**src/rtl/btn_tx_pkg.sv**
```systemverilog
// Shared types and constants for the button-to-UART transmit scheduler.
package btn_tx_pkg;

    typedef enum logic [2:0] {
        ST_IDLE,
        ST_START,
        ST_WAIT,
        ST_CR,
        ST_LF
    } state_t;

    localparam logic [7:0] CHAR_CR = 8'h0D;
    localparam logic [7:0] CHAR_LF = 8'h0A;

endpackage

```
**src/rtl/btn_tx_scheduler_rr_arbiter.sv**
```systemverilog
// Round-robin arbiter: the first set request at or after ptr wins, wrapping at N-1.
module rr_arbiter #(
    parameter int N  = 4,
    parameter int PW = $clog2(N)
) (
    input  logic [N-1:0]  req,
    input  logic [PW-1:0] ptr,
    output logic [N-1:0]  gnt,
    output logic          valid
);

    logic [PW-1:0] idx;

    always_comb begin
        gnt   = '0;
        valid = 1'b0;
        idx   = '0;
        for (int k = 0; k < N; k++) begin
            idx = PW'((int'(ptr) + k) % N);
            if (!valid && req[idx]) begin
                gnt[idx] = 1'b1;
                valid    = 1'b1;
            end
        end
    end

endmodule

```
**src/rtl/btn_tx_scheduler.sv**
```systemverilog
// Queues debounced button presses and sends one byte per press to a UART transmitter.
// Define BTN_TX_CRLF_EN to follow each button byte with CR and LF.
module btn_tx_scheduler
    import btn_tx_pkg::*;
#(
    parameter int         N_REQ     = 4,
    parameter logic [7:0] BASE_CHAR = 8'h30
) (
    input  logic             clk_100MHz,
    input  logic             reset,
    input  logic [N_REQ-1:0] req_tick,
    input  logic             tx_done,
    output logic             tx_start,
    output logic [7:0]       tx_data,
    output logic [N_REQ-1:0] grant,
    output logic             busy,
    output logic             drop_tick
);

    localparam int PW = $clog2(N_REQ);

    state_t           state;
    logic [N_REQ-1:0] pending;
    logic [PW-1:0]    rr_ptr;
    logic [N_REQ-1:0] arb_gnt;
    logic             arb_valid;
    logic [PW-1:0]    win_idx;
    logic [PW-1:0]    ptr_next;
    logic [N_REQ-1:0] clr;
`ifdef BTN_TX_CRLF_EN
    logic [1:0]       phase;
`endif

    rr_arbiter #(.N(N_REQ), .PW(PW)) u_arb (
        .req   (pending),
        .ptr   (rr_ptr),
        .gnt   (arb_gnt),
        .valid (arb_valid)
    );

    always_comb begin
        win_idx = '0;
        for (int i = 0; i < N_REQ; i++)
            if (arb_gnt[i]) win_idx = PW'(i);
    end

    assign ptr_next = (win_idx == PW'(N_REQ - 1)) ? '0 : win_idx + 1'b1;
    assign clr      = (state == ST_IDLE && arb_valid) ? arb_gnt : '0;

    always_ff @(posedge clk_100MHz) begin
        if (reset) begin
            state     <= ST_IDLE;
            pending   <= '0;
            rr_ptr    <= '0;
            grant     <= '0;
            tx_start  <= 1'b0;
            tx_data   <= 8'h00;
            busy      <= 1'b0;
            drop_tick <= 1'b0;
`ifdef BTN_TX_CRLF_EN
            phase     <= 2'd0;
`endif
        end else begin
            // A fresh tick beats the grant clear; it only counts as a drop if it is not being granted now
            pending   <= (pending & ~clr) | req_tick;
            drop_tick <= |(req_tick & pending & ~clr);
            tx_start  <= 1'b0;
            case (state)
                ST_IDLE: begin
                    if (arb_valid) begin
                        grant    <= arb_gnt;
                        tx_data  <= BASE_CHAR + 8'(win_idx);
                        rr_ptr   <= ptr_next;
                        tx_start <= 1'b1;
                        busy     <= 1'b1;
                        state    <= ST_START;
`ifdef BTN_TX_CRLF_EN
                        phase    <= 2'd0;
`endif
                    end
                end
                ST_START, ST_CR, ST_LF: state <= ST_WAIT;
                ST_WAIT: begin
                    if (tx_done) begin
`ifdef BTN_TX_CRLF_EN
                        if (phase == 2'd0) begin
                            phase    <= 2'd1;
                            tx_data  <= CHAR_CR;
                            tx_start <= 1'b1;
                            state    <= ST_CR;
                        end else if (phase == 2'd1) begin
                            phase    <= 2'd2;
                            tx_data  <= CHAR_LF;
                            tx_start <= 1'b1;
                            state    <= ST_LF;
                        end else begin
                            grant <= '0;
                            busy  <= 1'b0;
                            state <= ST_IDLE;
                        end
`else
                        grant <= '0;
                        busy  <= 1'b0;
                        state <= ST_IDLE;
`endif
                    end
                end
                default: state <= ST_IDLE;
            endcase
        end
    end

endmodule

```
**config.mk**
```make
export PLATFORM = sky130hd
export DESIGN_NAME = btn_tx_scheduler
export DESIGN_NICKNAME = d
export VERILOG_FILES = /design/src/rtl/btn_tx_pkg.sv /design/src/rtl/btn_tx_scheduler_rr_arbiter.sv /design/src/rtl/btn_tx_scheduler.sv
export SDC_FILE = /design/constraint.sdc
export NUM_CORES = 1
export LEC_CHECK = 0
export BUFFER_PORTS_ARGS = -buffer_cell sky130_fd_sc_hd__buf_4
export CAP_MARGIN = 20
export CELL_PAD_IN_SITES_DETAIL_PLACEMENT = 1
export CELL_PAD_IN_SITES_GLOBAL_PLACEMENT = 2
export CORE_ASPECT_RATIO = 0.7
export CORE_MARGIN = 2
export CORE_UTILIZATION = 29
export CTS_CLUSTER_SIZE = 24
export DETAILED_ROUTE_END_ITERATION = 6
export GPL_ROUTABILITY_DRIVEN = 0
export GPL_TIMING_DRIVEN = 0
export PLACE_DENSITY = 0.77
export SETUP_SLACK_MARGIN = 0.3
export SYNTH_ARGS = -nofsm -noshare
export SYNTH_HDL_FRONTEND = slang
export SYNTH_SLANG_ARGS = --single-unit
```
**constraint.sdc**
```tcl
create_clock -name clk_100MHz -period 2.75 [get_ports clk_100MHz]
set_input_delay 0.1375 -clock clk_100MHz [delete_from_list [all_inputs] [get_ports clk_100MHz]]
set_output_delay 0.1375 -clock clk_100MHz [all_outputs]
set_load 0.01 [all_outputs]
```
---- Yosys cells after proc, flatten, opt, wreduce, memory -nomap -nowiden ----
Cells that the tools add are included.
storage, ports and cells
  output and inout port bits .............. 15
  memories ................................ 0
  bits in latches ......................... 0
  ROM bits ................................ 0
  bits in writable memories ............... 0
  input bits .............................. 7
  register bits after elaboration ......... 24
  word-level logic and storage cells ...... 95
operators by class
  reduce and logical (&&, ||, !) cells .... 19
  bitwise gates (word level) .............. 9
  order comparisons ....................... 8
  equal/unequal tests ..................... 7
  $add $sub $neg .......................... 5
  shift operators ......................... 0
  divide/modulo/power cells ............... 0
  muxes and demuxes ....................... 39
  multiply operators ...................... 0
operators by type and width
  operator                                                                      number
  4-bit two-way mux                                                             7
  1-bit two-way mux                                                             16
  4-bit OR                                                                      4
  4-bit bitwise AND                                                             3
  2-bit by 3-bit less-than comparator with 1-bit output, second input constant  4
  3-bit case mux with 3 select lines                                            1
  1-bit binary-select mux with 2-bit select                                     4
  1-bit demux with 2-bit select                                                 4
  2-bit by 1-bit >= comparator with 1-bit output, second input constant         4
  1-bit logical AND                                                             8
  4-bit case mux with 2 select lines                                            1
  6-bit by 2-bit adder with 7-bit output, first input constant                  1
  3-bit by 2-bit == test with 1-bit output, second input constant               2
  2-bit two-way mux                                                             3
  3-bit two-way mux                                                             2
  2-bit by 1-bit adder with 2-bit output, second input constant                 2
  2-bit adder, second input constant                                            2
  2-bit inequality test, second input constant                                  2
  4-bit inverter                                                                1
  2-bit AND reduction                                                           2
  4-bit OR reduction                                                            1
  3-bit by 1-bit == test with 1-bit output, second input constant               1
  3-bit == test, second input constant                                          1
  1-bit zero test                                                               3
  8 further kinds                                                               8

---- Logic depth before layout (Yosys ltp) ----
Gate-level depths: netlist of the first run.
  word-level depth ........................ 17
  depth in mapped cells ................... 8
  depth with buffers taken out ............ 8

---- Modules after synthesis ----
Synthesis of the first run repeated with hierarchy kept, for this count alone.
unflattened totals
  cell total of the unflattened synthesis .. 140
  area, all modules ....................... 1,198.6 um2
by module, submodules not included
  module            cells each  area an instance (um2)  sequential area each (um2)  times used
  btn_tx_scheduler  78          704.4                   360.3                       1
  rr_arbiter        62          494.2                   0.0                         1

---- Worst setup path after synthesis of the first run ----
Ideal clock, no wire load.
  path type ............................... register to register
  start ................................... register rr_ptr[0]
  end ..................................... register rr_ptr[0]
  path slack .............................. 0.157 ns
  required time ........................... 2.634 ns
  cell stages (with the launch flop) ...... 9
  library setup time ...................... 0.116 ns
  arrival ................................. 2.478 ns
  path through ............................ dfxtp_1 inv_1 ha_1 mux4_2 or3b_1 a221oi_2 a31oi_2 a221o_1 and3_1
between the ends
  word-level cells in the longest chain between the ends .. 17
  elaborated cells on any way between the ends .. 55
  classes of those cells .................. 4 x add/sub; 8 x order compare; 1 x eq/ne; 28 x mux; 3 x bitwise; 11 x reduce/logical
ends and longest elaborated chain
  element                                                                                         line                    text
  start: declaration                                                                              btn_tx_scheduler.sv:24  logic [PW-1:0] rr_ptr;
  start signal: assignment                                                                        btn_tx_scheduler.sv:73  rr_ptr <= ptr_next;
  branches (longest 17 deep; another with 2-bit by 3-bit less-than comparator with 1-bit output)  --
Several ways; the timed one is not identified. The select of a mux whose other input is x is not followed.
A chain may end at the register's enable or synchronous reset.

---- Worst setup path after layout of the first run ----
Ends and elaborated chain as after synthesis.

==> impl_metrics.ini, run 1 <==
[logic_synthesis]
syn_inst = 115
synth_edf_count = 0
synth_seq_area_share_pct = 33.37
ys_seq_elements = 18
synth_top_area_share_pct = 33.37
synth_top_area_cell = dfxtp_1
yosysWarnings = 0
syn_area_per_cell_um2 = 9.389
synthFlopType = dfxtp_1
ys_types = 37
yosys-top-cells-area = dfxtp_1, a21oi_1, ha_1
synthArstFlopShare_pct = 0
mappedNetlistArea_um2 = 1080

[floorplan]
io_pins = 22
rows = 18
chipWidth_um = 76.93
core-area_um2 = 3536
die_area_um2 = 4235
die_y_um = 55.05
initial_core_util_pct = 30.54

[cells_and_area]
num-nets-final = 161
syn_to_final_growth_pct = 35.81
diodes = 0
drive_above_1_share_pct = 39.46
stdcell_area_um2 = 1466
fin_util_pct = 41.47

[global_routing]
grt_overflow = 0
grt_max_degree = 11
antenna_found_initial = 0
grt_pass1_wl_um = 4685
grt.total_usage_pct = 14.73
grt_pass1_vias = 921

[clock_network]
clk_latency_ns = 0.25
cts_buffers = 3
cts_hold_buf = 0
root_buffer = clkbuf_8
clkTransAtPathRegs_ns = 0.06
cts_sinks = 18
cts_tree = built
htreeDepth = 1
cts_buffer_depth = 2

[worst_setup_path]
reg2reg_depth = 8
cp.arrival_ns = 2.56
reg2reg_slack_ns = 0.33
cp-start-kind = register
r2r_start = rr_ptr[0]$_SDFFE_PP0P_
path_class = reg -> reg
r2r-end = rr_ptr[0]$_SDFFE_PP0P_
crit_path_start = rr_ptr[0]$_SDFFE_PP0P_
crit_buf_inv = 1
cp.required_ns = 2.89
crit_fanout = 4
path_cells = clkinvlp_4, ha_4, mux4_2, or3b_4, a221oi_4, a31oi_2, a221o_1, and3_1
critPathCaptureType = register
max_stage_delay_ns = 0.42
slowest_stage = or3b_4
crit_family = compound AO/OA/AOI/OAI gates

[routing]
ant_nets = 0
viasPerCell = 4.949
wl_per_cell_um = 14.86
dr.pass1.iters = 4
drtIter0Drc = 29
drt_wl_total_um = 2927
vias = 975
drc_errors = 0

[power_and_ir_drop]
pwr_density_cell_nw_per_um2 = 938.9
power_mw = 1.377
ir_drop_uv = 331.3
leakage_nw = 0.6204

[placed_design]
port_buffers = 17
hpwl_um = 2197
placed_area_um2 = 1295

[sta]
drv_slew = 0
final-setup-viol-count = 0
hold_violations = 0
finalCritPeriodShare_pct = 87.83
period_needed_ns = 2.415
skew_ns = 0.001903
max_freq_mhz = 414.0
rsz0062_at_grt = true

[hold_path]
min_to = pending[2]$_SDFF_PP0_
min_delay_path_depth = 3
hp-start = req_tick[2]
hold_class = in -> reg

[outcome]
status = complete, no violations

[flow_run]
max_cap_viol_count = 0
-- timing repair --
item,4_1_cts,5_1_grt
endpoints found under the setup margin,9,6
setup buffers,6,3
pin swaps,1,8
gates resized for setup,7,7
-- cells in the final DEF (no fill, tap or decap), types with 4 or more instances in the layout --
cell type / instances
buf_4: 31
dfxtp_1: 16
a21oi_1: 14
nor2_1: 10
nand2_1: 8
inv_1: 5
or3b_1: 4
nand4b_1: 4
ha_1: 4
conb_1: 4
-- sequential cells by signal, indices dropped and copies added, names as in the netlist --
signal / cells
grant: 4
pending: 4
tx_data: 3
rr_ptr: 2
state: 2
busy: 1
drop_tick: 1
tx_start: 1
-- where the power goes --
part | switching (mW) | internal (mW) | total, mW
sequential | 0.0529 | 0.333 | 0.386
clock | 0.0799 | 0.0971 | 0.177
combinational | 0.416 | 0.397 | 0.813
-- metal layers --
metal | GRT usage (%) | part of all wire [%] | vias to the layer above | routed length (um)
li1 | - | - | 483 | -
met1 | 19.37 | 51 | 471 | 1495
met2 | 24.71 | 45 | 19 | 1311
met3 | 4.383 | 3.9 | 2 | 113
met4 | 2.727 | 0.24 | 0 | 7
met5 | 0 | 0 | - | 0
-- synthesized netlist by cell type (2+ instances only) --
| library cell | number |
|---|---|
| buf_6 | 2 |
| buf_4 | 6 |
| dfxtp_1 | 18 |
| nor3_1 | 2 |
| and3_1 | 2 |
| mux4_1 | 2 |
| or3b_1 | 5 |
| o21ai_1 | 2 |
| a211oi_1 | 2 |
| a31oi_1 | 4 |
| a21oi_1 | 15 |
| nor2_1 | 10 |
| nand2_1 | 8 |
| inv_1 | 7 |
| ha_1 | 5 |
| nand4b_1 | 4 |
-- layout make-up --
class	count	area [um^2]
fillers	426	2069
clock buffers	3	41.29
multi-input cells	84	694.4
plain buffers	9	71.32
repair buffers	26	198.9
well taps	50	62.56
flip-flops and latches	18	367.9
inverters	7	30.03
-- worst max path at each step --
stage / end / slack (ns) / cells after the start
after detailed placement: rr_ptr[0]$_SDFFE_PP0P_ / -0.01 / 8
after global routing: rr_ptr[0]$_SDFFE_PP0P_ / 0.23 / 8
after CTS: rr_ptr[0]$_SDFFE_PP0P_ / 0.31 / 8
final: rr_ptr[0]$_SDFFE_PP0P_ / 0.33 / 8
after global placement: rr_ptr[0]$_SDFFE_PP0P_ / 0.04 / 8
after floorplan: rr_ptr[0]$_SDFFE_PP0P_ / 0.32 / 8
-- through the flow --
stage	instances	hold WS (ns)	setup WS, ns	setup TNS, ns
after floorplan	118	0.2549	0.3197	0
after global placement	185	0.3555	0.03861	0
after detailed placement	185	0.3650	-0.01320	-0.01320
after CTS	194	0.1046	0.3074	0
after global routing	197	0.1091	0.2337	0
final	197	0.1053	0.3348	0
-- tightest hold or removal path, cell delays in order --
cell     delay [ns]
buf_4          0.08
a21oi_1        0.03
nor2_1         0.07
-- cell families (layout without fill, tap and decap cells) --
logic type	count (synthesis)	in the layout	synth area share, %
other	1	4	0.3473
AND/OR/NAND/NOR	39	39	23.18
flip-flops	18	18	33.37
AO/OA/AOI/OAI	33	33	21.32
adder cells (fa/ha/maj)	5	5	5.794
multiplexers	3	3	6.952
buffers and inverters	16	45	9.038
Note: power is estimated with default switching activity, not from simulation.
==> inputs of run 2 (changes only) <==
Settings changed: CORE_UTILIZATION 29 to 32, PLACE_DENSITY 0.77 to 0.81.
Clock period 2.75 ns to 2.3 ns, I/O delays scaled along.
==> impl_metrics.ini, run 2 (same netlist as run 1, synthesis figures left out) <==
[worst_setup_path]
critPathCaptureType = register
crit_fanout = 5
cp-start-kind = register
cp.required_ns = 2.45
path_class = reg -> reg
cp.arrival_ns = 2.50

[routing]
vias = 978
drtIter0Drc = 23
wl_per_cell_um = 15.38
drc_errors = 0
dr.pass1.iters = 4
ant_nets = 0
viasPerCell = 5.175
drt_wl_total_um = 2907

[cells_and_area]
register_area_um2 = 367.9
final_common_cell = buf_4
reg_top3 = grant (4), pending (4), tx_data (3)
syn_to_final_growth_pct = 43.45
multi_input_area_um2 = 753.2
layout_common_cells = buf_4, dfxtp_1, nor2_1
drive_above_1_share_pct = 47.68
diodes = 0
num-nets-final = 164
nFillCells = 361

[floorplan]
core-area_um2 = 3191
die_area_um2 = 3862
chipWidth_um = 73.43
initial_core_util_pct = 33.84
rows = 17
io_pins = 22
die_y_um = 52.60

[clock_network]
htreeDepth = 1
cts_tree = built
cts_sinks = 18
root_buffer = clkbuf_8
clkTransAtPathRegs_ns = 0.07
clk_latency_ns = 0.25
cts_buffer_depth = 2
cts_buffers = 3

[placed_design]
dpl_worst_slack_ns = -0.2777
port_buffers = 17
hpwl_um = 2091

[power_and_ir_drop]
leakage_nw = 0.6474
intPower_mw = 1.096
p_clk_share_pct = 14.2
seqPwrFrac_pct = 25.2
ir_drop_uv = 438.2
p_sw_mw = 0.7235
pwr_density_cell_nw_per_um2 = 1175
power_frac_comb_pct = 60.5
p_sw_share_pct = 39.76

[flow_run]
max_cap_viol_count = 0

[global_routing]
grt_pass1_vias = 985
grt-busiest-layer = met2
grt.total_usage_pct = 16.96
global_route.usage.met1_pct = 21.93
grt_pass1_wl_um = 4850
grt_max_degree = 11
antenna_found_initial = 0
grt_overflow = 0
globalRouteMet2Util_pct = 27.63
use_met3_pct = 4.808

[sta]
skew_ns = 0.002408
max_freq_mhz = 424.6
rsz0062_at_grt = true
setup_ws_ns = -0.05506
finalCritPeriodShare_pct = 102.4
period_needed_ns = 2.355
drv_slew = 0
holdWs_ns = 0.07537
hold_violations = 0
final-setup-viol-count = 2

[outcome]
violations = setup timing
status = complete, but fails checks

[hold_path]
hold_class = in -> reg
## run 2: per-layer routing
metal,share of wire (%),vias up
met1,49,459
met2,45,24
met3,4.2,7
met4,1.4,0
met5,0,-
li1,-,488
## run 2: worst max-delay path, cell delays in order, from the launching register on
cell and delay (ns):
dfxtp_4 0.38, inv_4 0.04, ha_4 0.27, mux4_2 0.32, or3b_1 0.38, a221oi_2 0.30, a31oi_2 0.08, a221o_1 0.31
and3_1 0.17
## run 2: timing repair
action,4_1_cts,5_1_grt
hold buffers,0,0
pin swaps,6,7
setup endpoints to repair,13,13
resized for setup,10,11
buffers inserted,8,4
## run 2: layout make-up
| class | instances | share of cell area [%] |
|---|---|---|
| clock buffers | 4 | 3.554 |
| repair buffers | 29 | 14.54 |
| well taps | 38 | 3.069 |
| multi-input cells | 84 | 48.63 |
| inverters | 7 | 1.858 |
| flip-flops and latches | 18 | 23.75 |
| plain buffers | 9 | 4.604 |
## run 2: final timing paths
check | slack, ns | depth (start not counted) | startpoint | end
hold reg to reg | 0.47 | 2 | grant[2]$_SDFFE_PP0P_ | grant[2]$_SDFFE_PP0P_
hold / removal | 0.08 | 3 | req_tick[1] | pending[1]$_SDFF_PP0_
setup reg to reg | -0.06 | 8 | rr_ptr[0]$_SDFFE_PP0P_ | rr_ptr[0]$_SDFFE_PP0P_
setup / recovery | -0.06 | 8 | rr_ptr[0]$_SDFFE_PP0P_ | rr_ptr[0]$_SDFFE_PP0P_
## run 2: stage by stage
| stage | cells | area (um^2) | TNS (ns) | util, % | power [mW] |
|---|---|---|---|---|---|
| after global placement | 173 | 1305 | -0.4586 | 40.90 | 1.241 |
| after global routing | 189 | 1549 | -0.5616 | 48.55 | 1.953 |
| after CTS | 185 | 1469 | -0.1004 | 46.04 | 1.688 |
| final | 189 | 1549 | -0.06097 | 48.55 | 1.820 |
| after detailed placement | 173 | 1305 | -0.6037 | 40.90 | 1.265 |
| after floorplan | 118 | 1130 | -0.03571 | - | 1.022 |
## run 2: power groups by stage
stage	logic, mW	clock network [mW]	registers [mW]
after floorplan	0.527	0	0.495
after global placement	0.760	0	0.481
after detailed placement	0.778	0	0.487
after CTS	0.961	0.265	0.461
after global routing	1.20	0.279	0.471
final	1.10	0.259	0.459
==> inputs of run 3 (changes only) <==
Settings changed: MAX_ROUTING_LAYER set to met4, SYNTH_HIERARCHICAL set to 1.
==> impl_metrics.ini, run 3 <==
[global_routing]
grt_pass1_vias = 1177
antenna_found_initial = 0
grt.total_usage_pct = 17.71
grt_overflow = 0
grt_pass1_wl_um = 5927
grt_max_degree = 11

[sta]
hold_violations = 0
slew_headroom_pct = 64.27
worst_pin_slew_ns = 0.5359
rsz0062_at_grt = true
max_freq_mhz = 410.6
final-setup-viol-count = 10
holdWs_ns = 0.08428
period_needed_ns = 2.435
setup_ws_ns = -0.1353
drv_slew = 0
skew_ns = 0.002425
finalCritPeriodShare_pct = 105.9

[power_and_ir_drop]
ir_drop_uv = 556.6
p_sw_share_pct = 41.91
p_clk_share_pct = 8.7
pwr_density_cell_nw_per_um2 = 1445
seqPwrFrac_pct = 18.7
power_frac_comb_pct = 72.7
intPower_mw = 1.482
power_mw = 2.551
p_sw_mw = 1.069
leakage_nw = 0.7118

[hold_path]
hp-start = req_tick[2]
hold_class = in -> reg

[worst_setup_path]
cp.arrival_ns = 2.55
path_class = reg -> reg
slowest_stage = or4bb_4
cp.required_ns = 2.42
critPathCaptureType = register
crit_fanout = 5
cp-start-kind = register
crit_path_start = rr_ptr[0]$_SDFFE_PP0P_
r2r_start = rr_ptr[0]$_SDFFE_PP0P_
path_cells = buf_6, inv_6, ha_4, mux2i_4, mux2_4, a211oi_2, o2bb2ai_2, or4bb_4, nand3_2, a41oi_2
max_stage_delay_ns = 0.52

[logic_synthesis]
syn_inst = 140
yosys-top-cells-area = dfxtp_1, ha_1, mux2i_1
synthFlopType = dfxtp_1
ys_types = 39
mappedNetlistArea_um2 = 1199
synthTopCellsByCount = dfxtp_1, nor2_1, a21oi_1, mux2i_1
yosysWarnings = 6
synth_top_area_cell = dfxtp_1
syn_area_per_cell_um2 = 8.562
synth_seq_area_share_pct = 30.06
synthArstFlopShare_pct = 0
synth_top_area_share_pct = 30.06
ys_seq_elements = 18
synth_edf_count = 0

[routing]
viasPerCell = 5.293
wl_per_cell_um = 15.89
vias = 1191
dr.pass1.iters = 4
ant_nets = 0
drtIter0Drc = 55
drc_errors = 0
drt_wl_total_um = 3575

[cells_and_area]
layout_common_cells = buf_4, nor2_1, dfxtp_1
num-nets-final = 190
fin_util_pct = 49.61
drive_above_1_share_pct = 49.71
diodes = 0
stdcell_area_um2 = 1765
reg_top3 = grant (4), pending (4), tx_data (3)
final_common_cell = buf_4
syn_to_final_growth_pct = 47.29

[clock_network]
cts_hold_buf = 0
htreeDepth = 1
cts_sinks = 18
cts_tree = built
clk_latency_ns = 0.25
cts_buffers = 3
root_buffer = clkbuf_8
clkTransAtPathRegs_ns = 0.07
cts_buffer_depth = 2

[flow_run]
max_cap_viol_count = 0

[outcome]
violations = setup timing
status = complete, but fails checks

[floorplan]
initial_core_util_pct = 33.68
rows = 18
chipWidth_um = 77.15
die_y_um = 55.21
io_pins = 22
die_area_um2 = 4259
core-area_um2 = 3558

[placed_design]
placed_area_um2 = 1463
hpwl_um = 2478
port_buffers = 16
-- run 3: final timing paths --
check	cells past startpoint	end	slack, ns
max	10	drop_tick$_SDFF_PP0_	-0.14
min	3	pending[2]$_SDFF_PP0_	0.08
max reg2reg	10	drop_tick$_SDFF_PP0_	-0.14
min reg2reg	2	busy$_SDFFE_PP0P_	0.48
-- run 3: layout make-up --
class	instances	area (um^2)
Buffer	14	107.6
Clock buffer	3	41.29
Fill cell	436	1793
Inverter	4	25.02
Multi-Input combinational cell	107	938.4
Sequential cell	18	369.1
Tap cell	50	62.56
Timing Repair Buffer	29	221.5
-- run 3: power groups by stage --
stage | Sequential (mW) | Clock [mW] | Combinational, mW
2_1_floorplan | 0.492 | 0 | 0.977
3_3_place_gp | 0.476 | 0 | 1.28
3_5_place_dp | 0.485 | 0 | 1.31
4_1_cts | 0.474 | 0.226 | 1.77
5_1_grt | 0.488 | 0.239 | 1.99
6_report | 0.476 | 0.221 | 1.85
-- run 3: cells by family (layout without fill, tap and decap cells) --
logic type	after synthesis	after routing	share of synthesized area, %
muxes	11	11	10.54
adders and majority gates	6	6	6.263
other	1	4	0.3129
buffers and inverters	18	50	8.246
DFF	18	18	30.06
and+or+nand+nor	51	51	23.80
AOI/OAI and AO/OA	35	35	20.77
-- run 3: worst max-delay path: cells and delay by family, from the launching register on --
kind | cells | cell delay, ns
AOI/OAI and AO/OA | 3 | 0.35
muxes | 2 | 0.49
adders and majority gates | 1 | 0.33
buffers and inverters | 2 | 0.15
DFF | 1 | 0.35
and+or+nand+nor | 2 | 0.62
-- run 3: what timing repair did --
item / in CTS / in global routing
setup buffers: 13 / 0
pin swaps: 12 / 8
resized for setup: 27 / 10
setup endpoints to repair: 13 / 14
-- run 3: per-stage QoR --
stage	std cells	setup TNS [ns]	setup slack, ns
floorplan	143	-0.003385	-0.003385
global placement	209	-1.665	-0.2958
detailed placement	209	-2.367	-0.3442
CTS	225	-0.5897	-0.1057
global route	225	-1.948	-0.2349
finish	225	-0.7783	-0.1353
-- run 3: layer usage --
| layer | routed length, um | part of all wire (%) | up-vias | global-route usage, % |
|---|---|---|---|---|
| met5 | 0 | 0 | - | - |
| met1 | 1724 | 48 | 577 | 24.95 |
| li1 | - | - | 582 | - |
| met3 | 167 | 4.7 | 2 | 3.922 |
| met2 | 1675 | 47 | 30 | 27.20 |
| met4 | 8 | 0.22 | 0 | 1.531 |
